===== config.mk =====
export PLATFORM = sky130hd
export DESIGN_NAME = snake_move_ctrl
export DESIGN_NICKNAME = d
export VERILOG_FILES = /design/src/rtl/snake_pkg.sv /design/src/rtl/snake_next_pos.sv /design/src/rtl/snake_move_ctrl.sv
export SDC_FILE = /design/constraint.sdc
export NUM_CORES = 1
export LEC_CHECK = 0
export CAP_MARGIN = 40
export CORE_AREA = 2 2 70 72
export CTS_CLUSTER_SIZE = 24
export DETAILED_ROUTE_END_ITERATION = 10
export DIE_AREA = 0 0 72 74
export HOLD_SLACK_MARGIN = 0.06
export PLACE_DENSITY = 0.83
export SETUP_SLACK_MARGIN = 0.05
export SLEW_MARGIN = 20
export SYNTH_ARGS = -nofsm -noshare
export SYNTH_HDL_FRONTEND = slang
export SYNTH_HIERARCHICAL = 1
export SYNTH_SLANG_ARGS = --single-unit

===== constraint.sdc =====
create_clock -name clk -period 3.45 [get_ports clk]
set_input_delay 0.345 -clock clk [delete_from_list [all_inputs] [get_ports clk]]
set_output_delay 0.345 -clock clk [all_outputs]
set_load 0.02 [all_outputs]

===== src/rtl/snake_pkg.sv =====
// Shared snake types: grid constants, direction codes, FSM states, {y,x} packing helpers.
// Latency: n/a (declarations only).
// Backpressure: n/a.
package snake_pkg;

    localparam int GRID_W  = 32;
    localparam int GRID_H  = 24;
    localparam int XW      = 5;
    localparam int YW      = 5;
    localparam int MAX_LEN = 64;
    localparam int LEN_W   = 7;
    localparam int START_X = 16;
    localparam int START_Y = 12;

    localparam logic [1:0] DIR_UP    = 2'd0;
    localparam logic [1:0] DIR_RIGHT = 2'd1;
    localparam logic [1:0] DIR_DOWN  = 2'd2;
    localparam logic [1:0] DIR_LEFT  = 2'd3;

    typedef enum logic [2:0] {
        ST_INIT,
        ST_IDLE,
        ST_CALC,
        ST_PUSH,
        ST_POP,
        ST_WAIT,
        ST_DONE
    } state_t;

    typedef logic [YW+XW-1:0] pos_t;

    function automatic pos_t pack_pos(input logic [XW-1:0] x, input logic [YW-1:0] y);
        return {y, x};
    endfunction

    function automatic logic [XW-1:0] pos_x(input pos_t p);
        return p[XW-1:0];
    endfunction

    function automatic logic [YW-1:0] pos_y(input pos_t p);
        return p[XW+YW-1:XW];
    endfunction

endpackage


===== src/rtl/snake_next_pos.sv =====
// Next head cell one step along dir, wrapping at the grid edges.
// Latency: combinational.
// Backpressure: none.
module snake_next_pos #(
    parameter int GRID_W = snake_pkg::GRID_W,
    parameter int GRID_H = snake_pkg::GRID_H,
    parameter int XW     = snake_pkg::XW,
    parameter int YW     = snake_pkg::YW
) (
    input  logic [XW-1:0] x,
    input  logic [YW-1:0] y,
    input  logic [1:0]    dir,
    output logic [XW-1:0] next_x,
    output logic [YW-1:0] next_y
);
    import snake_pkg::*;

    // Explicit edge compares rather than modulo, so non-power-of-2 grids wrap correctly.
    localparam logic [XW-1:0] X_MAX = XW'(GRID_W - 1);
    localparam logic [YW-1:0] Y_MAX = YW'(GRID_H - 1);

    always_comb begin
        next_x = x;
        next_y = y;
        case (dir)
            DIR_UP:   next_y = (y == '0)    ? Y_MAX : y - 1'b1;
            DIR_DOWN: next_y = (y == Y_MAX) ? '0    : y + 1'b1;
            DIR_LEFT: next_x = (x == '0)    ? X_MAX : x - 1'b1;
            default:  next_x = (x == X_MAX) ? '0    : x + 1'b1;
        endcase
    end

endmodule


===== src/rtl/snake_move_ctrl.sv =====
// Snake move sequencer: per tick pushes the new head and pops the tail unless growing.
// Latency: push at T+2, pop at T+3, tail_valid at T+5 (grow path done at T+3).
// Backpressure: none; ticks arriving while busy are dropped, not queued.
module snake_move_ctrl #(
    parameter int GRID_W  = snake_pkg::GRID_W,
    parameter int GRID_H  = snake_pkg::GRID_H,
    parameter int XW      = snake_pkg::XW,
    parameter int YW      = snake_pkg::YW,
    parameter int MAX_LEN = snake_pkg::MAX_LEN,
    parameter int LEN_W   = snake_pkg::LEN_W,
    parameter int START_X = snake_pkg::START_X,
    parameter int START_Y = snake_pkg::START_Y
) (
    input  logic                clk,
    input  logic                reset,
    input  logic                tick,
    input  logic [1:0]          dir_in,
    input  logic                grow,
    input  logic [XW+YW-1:0]    pos_in,
    output logic                push,
    output logic                pop,
    output logic [XW+YW-1:0]    pos_out,
    output logic [XW-1:0]       head_x,
    output logic [YW-1:0]       head_y,
    output logic [XW+YW-1:0]    tail_pos,
    output logic                tail_valid,
    output logic [LEN_W-1:0]    length,
    output logic                busy
);
    import snake_pkg::*;

    localparam logic [XW-1:0]    START_XV  = XW'(START_X);
    localparam logic [YW-1:0]    START_YV  = YW'(START_Y);
    localparam logic [LEN_W-1:0] MAX_LEN_V = LEN_W'(MAX_LEN);

    state_t           state;
    logic [1:0]       cur_dir;
    logic             grow_pend;
    logic [XW-1:0]    next_x;
    logic [YW-1:0]    next_y;

    snake_next_pos #(
        .GRID_W (GRID_W),
        .GRID_H (GRID_H),
        .XW     (XW),
        .YW     (YW)
    ) u_next_pos (
        .x      (head_x),
        .y      (head_y),
        .dir    (cur_dir),
        .next_x (next_x),
        .next_y (next_y)
    );

    always_ff @(posedge clk) begin
        if (reset) begin
            state      <= ST_INIT;
            head_x     <= START_XV;
            head_y     <= START_YV;
            cur_dir    <= DIR_RIGHT;
            length     <= '0;
            push       <= 1'b0;
            pop        <= 1'b0;
            tail_valid <= 1'b0;
            tail_pos   <= '0;
            pos_out    <= '0;
            grow_pend  <= 1'b0;
            busy       <= 1'b1;
        end else begin
            push       <= 1'b0;
            pop        <= 1'b0;
            tail_valid <= 1'b0;
            case (state)
                ST_INIT: begin
                    push    <= 1'b1;
                    pos_out <= {START_YV, START_XV};
                    length  <= LEN_W'(1);
                    busy    <= 1'b0;
                    state   <= ST_IDLE;
                end
                ST_IDLE: begin
                    if (tick) begin
                        // A U-turn would run the head into its own neck; keep heading.
                        if ((dir_in ^ cur_dir) != 2'd2) begin
                            cur_dir <= dir_in;
                        end
                        busy  <= 1'b1;
                        state <= ST_CALC;
                    end
                end
                ST_CALC: begin
                    push    <= 1'b1;
                    pos_out <= {next_y, next_x};
                    state   <= ST_PUSH;
                end
                ST_PUSH: begin
                    head_x    <= pos_out[XW-1:0];
                    head_y    <= pos_out[XW+YW-1:XW];
                    grow_pend <= 1'b0;
                    if (grow_pend && (length < MAX_LEN_V)) begin
                        length <= length + 1'b1;
                        state  <= ST_DONE;
                    end else begin
                        pop   <= 1'b1;
                        state <= ST_POP;
                    end
                end
                ST_POP: begin
                    state <= ST_WAIT;
                end
                ST_WAIT: begin
                    tail_pos   <= pos_in;
                    tail_valid <= 1'b1;
                    state      <= ST_DONE;
                end
                ST_DONE: begin
                    busy  <= 1'b0;
                    state <= ST_IDLE;
                end
                default: begin
                    state <= ST_INIT;
                end
            endcase
            // Placed after the case so a grow landing on the PUSH cycle survives the clear.
            if (grow) begin
                grow_pend <= 1'b1;
            end
        end
    end

endmodule


==> results.sh, run 1 <==
export IMPL_outcome="completed"
export IMPL_core_um2=4600
export IMPL_synthMuxAreaShare_pct=8.32
export IMPL_diodes=0
export IMPL_htree_levels=2
export IMPL_routabilityCongestion=0.801
export IMPL_ir_drop_mv=0.328
export IMPL_num_vias=2105
export IMPL_worst_hold_startpoint="busy"
export IMPL_worstPathMaxFanout=12
export IMPL_seq_area_frac_synth_pct=39.6
export IMPL_cp_num_buf_inv=1
export IMPL_async_reset_ff_share_pct=0
export IMPL_clock_power_share_pct=39.4
export IMPL_fin_skew_ns=0.00971
export IMPL_fp_dieW_um=72
export IMPL_cts_root_buf="clkbuf_8"
export IMPL_overflow=0
export IMPL_synth_compound_area_share_pct=14.0
export IMPL_cts_buffers=5
export IMPL_globalRouteTotalUtil_pct=20.5
export IMPL_synth_nets=302
export IMPL_die_h_um=74
export IMPL_syn_mean_instance_area_um2=8.48
export IMPL_r2r_start="state[1]"
export IMPL_required_ns=3.11
export IMPL_switching_share_pct=23.5
export IMPL_synth_fa_ha_area_share_pct=3.16
export IMPL_portBuffers=56
export IMPL_synthFlopType="dfxtp_1"
export IMPL_firstDrtPassIters=4
export IMPL_slew_violations=0
export IMPL_pwr_share_comb_pct=11.2
export IMPL_slowest_stage="clkdlybuf4s50_1"
export IMPL_grt_max_degree=24
export IMPL_setup_violations=0
export IMPL_syn_inst=280
export IMPL_synth_seq_cells=47
export IMPL_synth_simple_area_share_pct=25.2
export IMPL_crit_path_start_kind="register"
export IMPL_worst_pin_slew_ns=0.799
export IMPL_setup_slack_ns=1.58
export IMPL_p_int_mw=0.914
export IMPL_critPathCaptureType="output port"
export IMPL_arrival_ns=1.52
export IMPL_ant_nets=0
export IMPL_grt_pass1_vias=1847
export IMPL_initial_core_util_pct=51.6
export IMPL_insertion_delay_ns=0.30
export IMPL_hold_buffers=0
export IMPL_cts_tree="built"
export IMPL_finalWirelength_um=5170
export IMPL_drtIter0Drc=62
export IMPL_power_leakage_nw=1.18
export IMPL_pre_cts_slack_ns=1.51
export IMPL_rsz0062_at_grt="false"
export IMPL_rows=25
export IMPL_crit_type="register to output port"
export IMPL_whs_ns=0.483
export IMPL_dpl_hpwl_um=3550
export IMPL_clk_pin_slew_ns=0.08
export IMPL_drive_above_1_share_pct=7.06
export IMPL_switchingPower_mw=0.280
export IMPL_timing_fmax_mhz=535
export IMPL_relSlewSlack_pct=46.7
export IMPL_ctsResizeCount=0
export IMPL_critPathMaxStageDelay_ns=0.68
export IMPL_clockBufferDepth=2
export IMPL_via_per_inst=5.54
export IMPL_yosysWarnings=6
export IMPL_p_per_area_nw_per_um2=396
export IMPL_path_cells="clkdlybuf4s50_1"
export IMPL_die_area_um2=5330
export IMPL_tns_ns=0
export IMPL_period_share_pct=54.1
export IMPL_drv_cap=0
export IMPL_synth_xor_area_share_pct=2.95
export IMPL_critPathLaunch="head_x[2]"
export IMPL_cts_setup_buffers=0
export IMPL_min_period_ns=1.87
export IMPL_cts_sinks=47
export IMPL_cp_top_family="buffers and inverters"
export IMPL_grt_antenna_before_repair=0
export IMPL_wire_per_inst_um=13.6
export IMPL_worstHoldPathType="register to register"
export IMPL_syn_to_final_growth_pct=27.0
export IMPL_ios=57
export IMPL_yosysUniqueCellTypes=53
export IMPL_synth_edf_count=0
export IMPL_share_seq_of_total_power_pct=49.4
export IMPL_synth_area_um2=2370
export IMPL_synth_top_family_by_area="simple AND/OR/NAND/NOR gates"
export IMPL_grt_pass1_wl_um=8690
export IMPL_layout_nets=347
export IMPL_drc=0
export IMPL_finalHoldViolCount=0
## placed cells by master, fill, tap and decap left out, types with 4 or more instances in the layout
cell type        instances
nand3_1                 11
nand3b_1                 4
xor2_1                   4
nand2b_1                 4
xnor2_1                  4
inv_1                    8
clkbuf_8                 5
nor2b_1                  4
a21oi_1                 30
nor2_1                  33
nor3b_1                  5
mux2i_1                 16
nand2_1                 37
clkdlybuf4s50_1         56
ha_1                     6
dfxtp_1                 47
nor3_1                   5
## Yosys cell counts (all sizes together), types with 3 or more instances
| cell | number | share of area (%) |
|---|---|---|
| nor2 | 34 | 5.5 |
| nand3b | 4 | 1.3 |
| nand2b | 4 | 1.1 |
| ha | 6 | 3.2 |
| o22ai | 3 | 0.79 |
| a21oi | 30 | 6.3 |
| mux2i | 16 | 6.7 |
| nor3b | 5 | 1.6 |
| nor2b | 6 | 1.8 |
| nand3 | 11 | 2.3 |
| nor3 | 6 | 1.5 |
| inv | 9 | 1.4 |
| a211oi | 3 | 1.7 |
| o21ai | 6 | 1.3 |
| mux2 | 3 | 1.6 |
| buf | 14 | 4.5 |
| xnor2 | 4 | 1.5 |
| clkbuf | 5 | 0.79 |
| or2 | 3 | 0.90 |
| nand2 | 37 | 5.8 |
| xor2 | 4 | 1.5 |
| dfxtp | 47 | 40 |
## worst min-delay path, cell delays in order, from the launching register on
cell and delay, ns:
dfxtp_1 0.35, a21oi_1 0.06, nand2_1 0.05
## per-stage QoR
step,instances,util (%),total power [mW],cell area [µm²]
6_report,380,65.6,1.19,3020
5_1_grt,380,65.6,1.24,3020
4_1_cts,380,65.6,1.20,3020
3_5_place_dp,372,62.7,0.735,2880
3_3_place_gp,372,62.7,0.732,2880
2_1_floorplan,280,-,0.685,2370
## area by class of cell
class	count	area, µm²
clock buffer	6	72.6
clock inverter	2	60.1
fill	382	1580
inverter	9	33.8
multi-input combinational	205	1270
sequential	47	941
tap	54	67.6
timing repair buffer	57	568
## cell families after synthesis
| kind of cell | Yosys count |
|---|---|
| muxes | 19 |
| AOI/OAI and AO/OA | 53 |
| xor gates and xnor gates | 8 |
| DFF | 47 |
| adders and majority gates | 6 |
| buffers and inverters | 28 |
| and+or+nand+nor | 119 |
## sequential cells by signal (all words and copies together) (netlist names), 2 cells and up
register and count:
head_x 5, cur_dir 2, head_y 5, length 7, tail_pos 10, pos_out 10, state 3
## routing by layer
layer  routed length, µm  global-route usage [%]
met5                   0                       0
met4                  57                    5.66
met2                2490                    33.5
met1                2370                    27.5
met3                 253                    4.61
## power groups by stage
stage | clock network (mW) | registers, mW | logic [mW]
final | 0.471 | 0.589 | 0.134
after global routing | 0.497 | 0.593 | 0.147
after CTS | 0.474 | 0.589 | 0.134
after detailed placement | 0 | 0.602 | 0.134
after global placement | 0 | 0.601 | 0.130
after floorplan | 0 | 0.598 | 0.0873
## worst paths after layout
kind	to	slack, ns	cells past startpoint
max reg2reg	head_x[2]	1.59	4
min reg2reg	busy	0.48	2
max	head_x[2]	1.58	1
min	busy	0.48	2
Note: power is estimated with default switching activity, not from simulation.
==> run 2, diff against run 1 <==
--- a/config.mk
+++ b/config.mk
@@ -6,12 +6,12 @@
 export NUM_CORES = 1
 export LEC_CHECK = 0
 export CAP_MARGIN = 40
-export CORE_AREA = 2 2 70 72
+export CORE_AREA = 2 2 76 78
 export CTS_CLUSTER_SIZE = 24
 export DETAILED_ROUTE_END_ITERATION = 10
-export DIE_AREA = 0 0 72 74
+export DIE_AREA = 0 0 78 80
 export HOLD_SLACK_MARGIN = 0.06
-export PLACE_DENSITY = 0.83
+export PLACE_DENSITY = 0.75
 export SETUP_SLACK_MARGIN = 0.05
 export SLEW_MARGIN = 20
 export SYNTH_ARGS = -nofsm -noshare
==> constraint.sdc (replaced) <==
create_clock -name clk -period 1.6 [get_ports clk]
set_input_delay 0.16 -clock clk [delete_from_list [all_inputs] [get_ports clk]]
set_output_delay 0.16 -clock clk [all_outputs]
set_load 0.02 [all_outputs]
==> run 2 against run 1 <==
  * Clock skew fell by 0.0043 ns
  * Global-route usage down 2.2 points
  * Highest routed layer unchanged
  * Worst hold slack lost 0.043 ns
==> results.sh, run 2 (synthesis results as in run 1) <==
export IMPL_rsz0062_at_grt="true"
export IMPL_reg_top3="pos_out: 10 flops, tail_pos: 10 flops, length: 7 flops"
export IMPL_cp_num_cells=8
export IMPL_ir_drop_mv=0.438
export IMPL_setup_violations=0
export IMPL_instances_no_fill=418
export IMPL_via_per_inst=5.23
export IMPL_overflow=0
export IMPL_grt_pass1_wl_um=9340
export IMPL_p_per_area_nw_per_um2=695
export IMPL_ios=57
export IMPL_drive_above_1_share_pct=22.3
export IMPL_rows=27
export IMPL_switchingPower_mw=0.619
export IMPL_worstHoldPathType="input pin to register"
export IMPL_initial_core_util_pct=43.9
export IMPL_critPathCaptureType="register"
export IMPL_drc=0
export IMPL_layout_common_cells="45 x clkdlybuf4s50_1, 37 x nand2_1, 37 x dfxtp_1"
export IMPL_worst_pin_slew_ns=0.527
export IMPL_finalHoldViolCount=0
export IMPL_setup_slack_ns=0.0655
export IMPL_fin_skew_ns=0.00545
export IMPL_clock_power_share_pct=30.3
export IMPL_min_period_ns=1.53
export IMPL_cts_root_buf="clkbuf_8"
export IMPL_cts_sinks=47
export IMPL_syn_to_final_growth_pct=39.0
export IMPL_worstRegToRegCells=8
export IMPL_slew_violations=0
export IMPL_required_ns=1.78
export IMPL_r2r_slack_ns=0.07
export IMPL_ant_nets=0
export IMPL_critPathMaxStageDelay_ns=0.37
export IMPL_fp_dieW_um=78
export IMPL_die_h_um=80
export IMPL_clockBufferDepth=2
export IMPL_diodes=0
export IMPL_relSlewSlack_pct=64.8
export IMPL_timing_fmax_mhz=652
export IMPL_cts_buffers=5
export IMPL_p_int_mw=1.68
export IMPL_firstDrtPassIters=4
export IMPL_dp_cells=407
export IMPL_finalWirelength_um=5680
export IMPL_path_cells="inv_4 > ha_4 > inv_2 > nor3_4 > mux2i_1 > a21oi_2 > nor3b_2 > nor3_2"
export IMPL_insertion_delay_ns=0.29
export IMPL_period_share_pct=95.9
export IMPL_portBuffers=56
export IMPL_grt_pass1_vias=2091
export IMPL_dpl_hpwl_um=3880
export IMPL_cp_num_buf_inv=2
export IMPL_layout_nets=367
export IMPL_min_path_cells=3
export IMPL_crit_type="register to register"
export IMPL_power_leakage_nw=1.39
export IMPL_pwr_share_comb_pct=15.2
export IMPL_layout_commonest_cell="clkdlybuf4s50_1"
export IMPL_drv_cap=0
export IMPL_htree_levels=2
export IMPL_core_um2=5410
export IMPL_grt_antenna_before_repair=0
export IMPL_worstPathMaxFanout=3
export IMPL_die_area_um2=6240
export IMPL_num_vias=2186
export IMPL_pre_cts_slack_ns=0.00819
export IMPL_outcome="completed"
export IMPL_cp_top_family="simple AND/OR/NAND/NOR gates"
export IMPL_crit_path_start_kind="register"
export IMPL_cts_tree="built"
export IMPL_grt_max_degree=26
export IMPL_whs_ns=0.441
export IMPL_slowest_stage="dfxtp_4"
export IMPL_switching_share_pct=27.0
export IMPL_arrival_ns=1.72
export IMPL_clk_pin_slew_ns=0.09
export IMPL_globalRouteTotalUtil_pct=18.3
export IMPL_drtIter0Drc=64
export IMPL_routabilityCongestion=0.914
export IMPL_wire_per_inst_um=13.6
export IMPL_share_seq_of_total_power_pct=54.5
## run 2: cell count changes in the layout (fill, tap and decap cells not counted), moves of 3 or more
cell	change
a21oi_1	-4
a21oi_2	+4
buf_4	+20
clkdlybuf4s50_1	-11
dfxtp_1	-10
dfxtp_2	+8
dlygate4sd2_1	+5
dlymetal6s2s_1	+6
ha_1	-5
ha_4	+3
inv_1	-3
## run 2: what timing repair did
item                                    4_1_cts  5_1_grt
hold buffers                                  0        0
pin swaps                                     3       15
endpoints found under the setup margin       13       18
setup buffers                                 1        2
resized for setup                             9       42
## run 2: path summary, 6_finish.rpt
check	from	endpoint
max	head_x[0]	pos_out[4]
min	dir_in[1]	cur_dir[1]
max reg2reg	head_x[0]	pos_out[4]
min reg2reg	pos_out[9]	head_y[4]
## run 2: per-layer routing
metal / part of all wire (%) / global-route usage (%)
met1: 45 / 22.5
met2: 49 / 32.6
met3: 5.3 / 4.75
met4: 0.60 / 3.33
met5: 0 / 0
## run 2: cell type report
class	count	area, µm²
Fill cell	479	2100
Inverter	9	36.3
Clock inverter	1	5.00
Clock buffer	7	76.3
Sequential cell	47	958
Tap cell	72	90.1
Multi-Input combinational cell	205	1410
Timing Repair Buffer	77	727
## run 2: per-stage QoR
stage	util [%]	area (µm²)	setup TNS [ns]	power [mW]
global route	61.1	3300	-0.000945	2.41
floorplan	-	2380	0	1.48
finish	61.1	3300	0	2.30
CTS	58.0	3130	0	2.31
global placement	56.3	3040	0	1.60
detailed placement	56.3	3040	0	1.61
## run 2: worst min-delay path: stages
cell and delay [ns]:
clkdlybuf4s50_1 0.40, nand3_1 0.07, a21oi_1 0.05
## run 2: power by group through the flow
stage,combinational [mW],sequential [mW],clock (mW)
2_1_floorplan,0.188,1.29,0
3_3_place_gp,0.327,1.28,0
3_5_place_dp,0.333,1.28,0
4_1_cts,0.333,1.25,0.724
5_1_grt,0.381,1.26,0.773
6_report,0.349,1.25,0.696
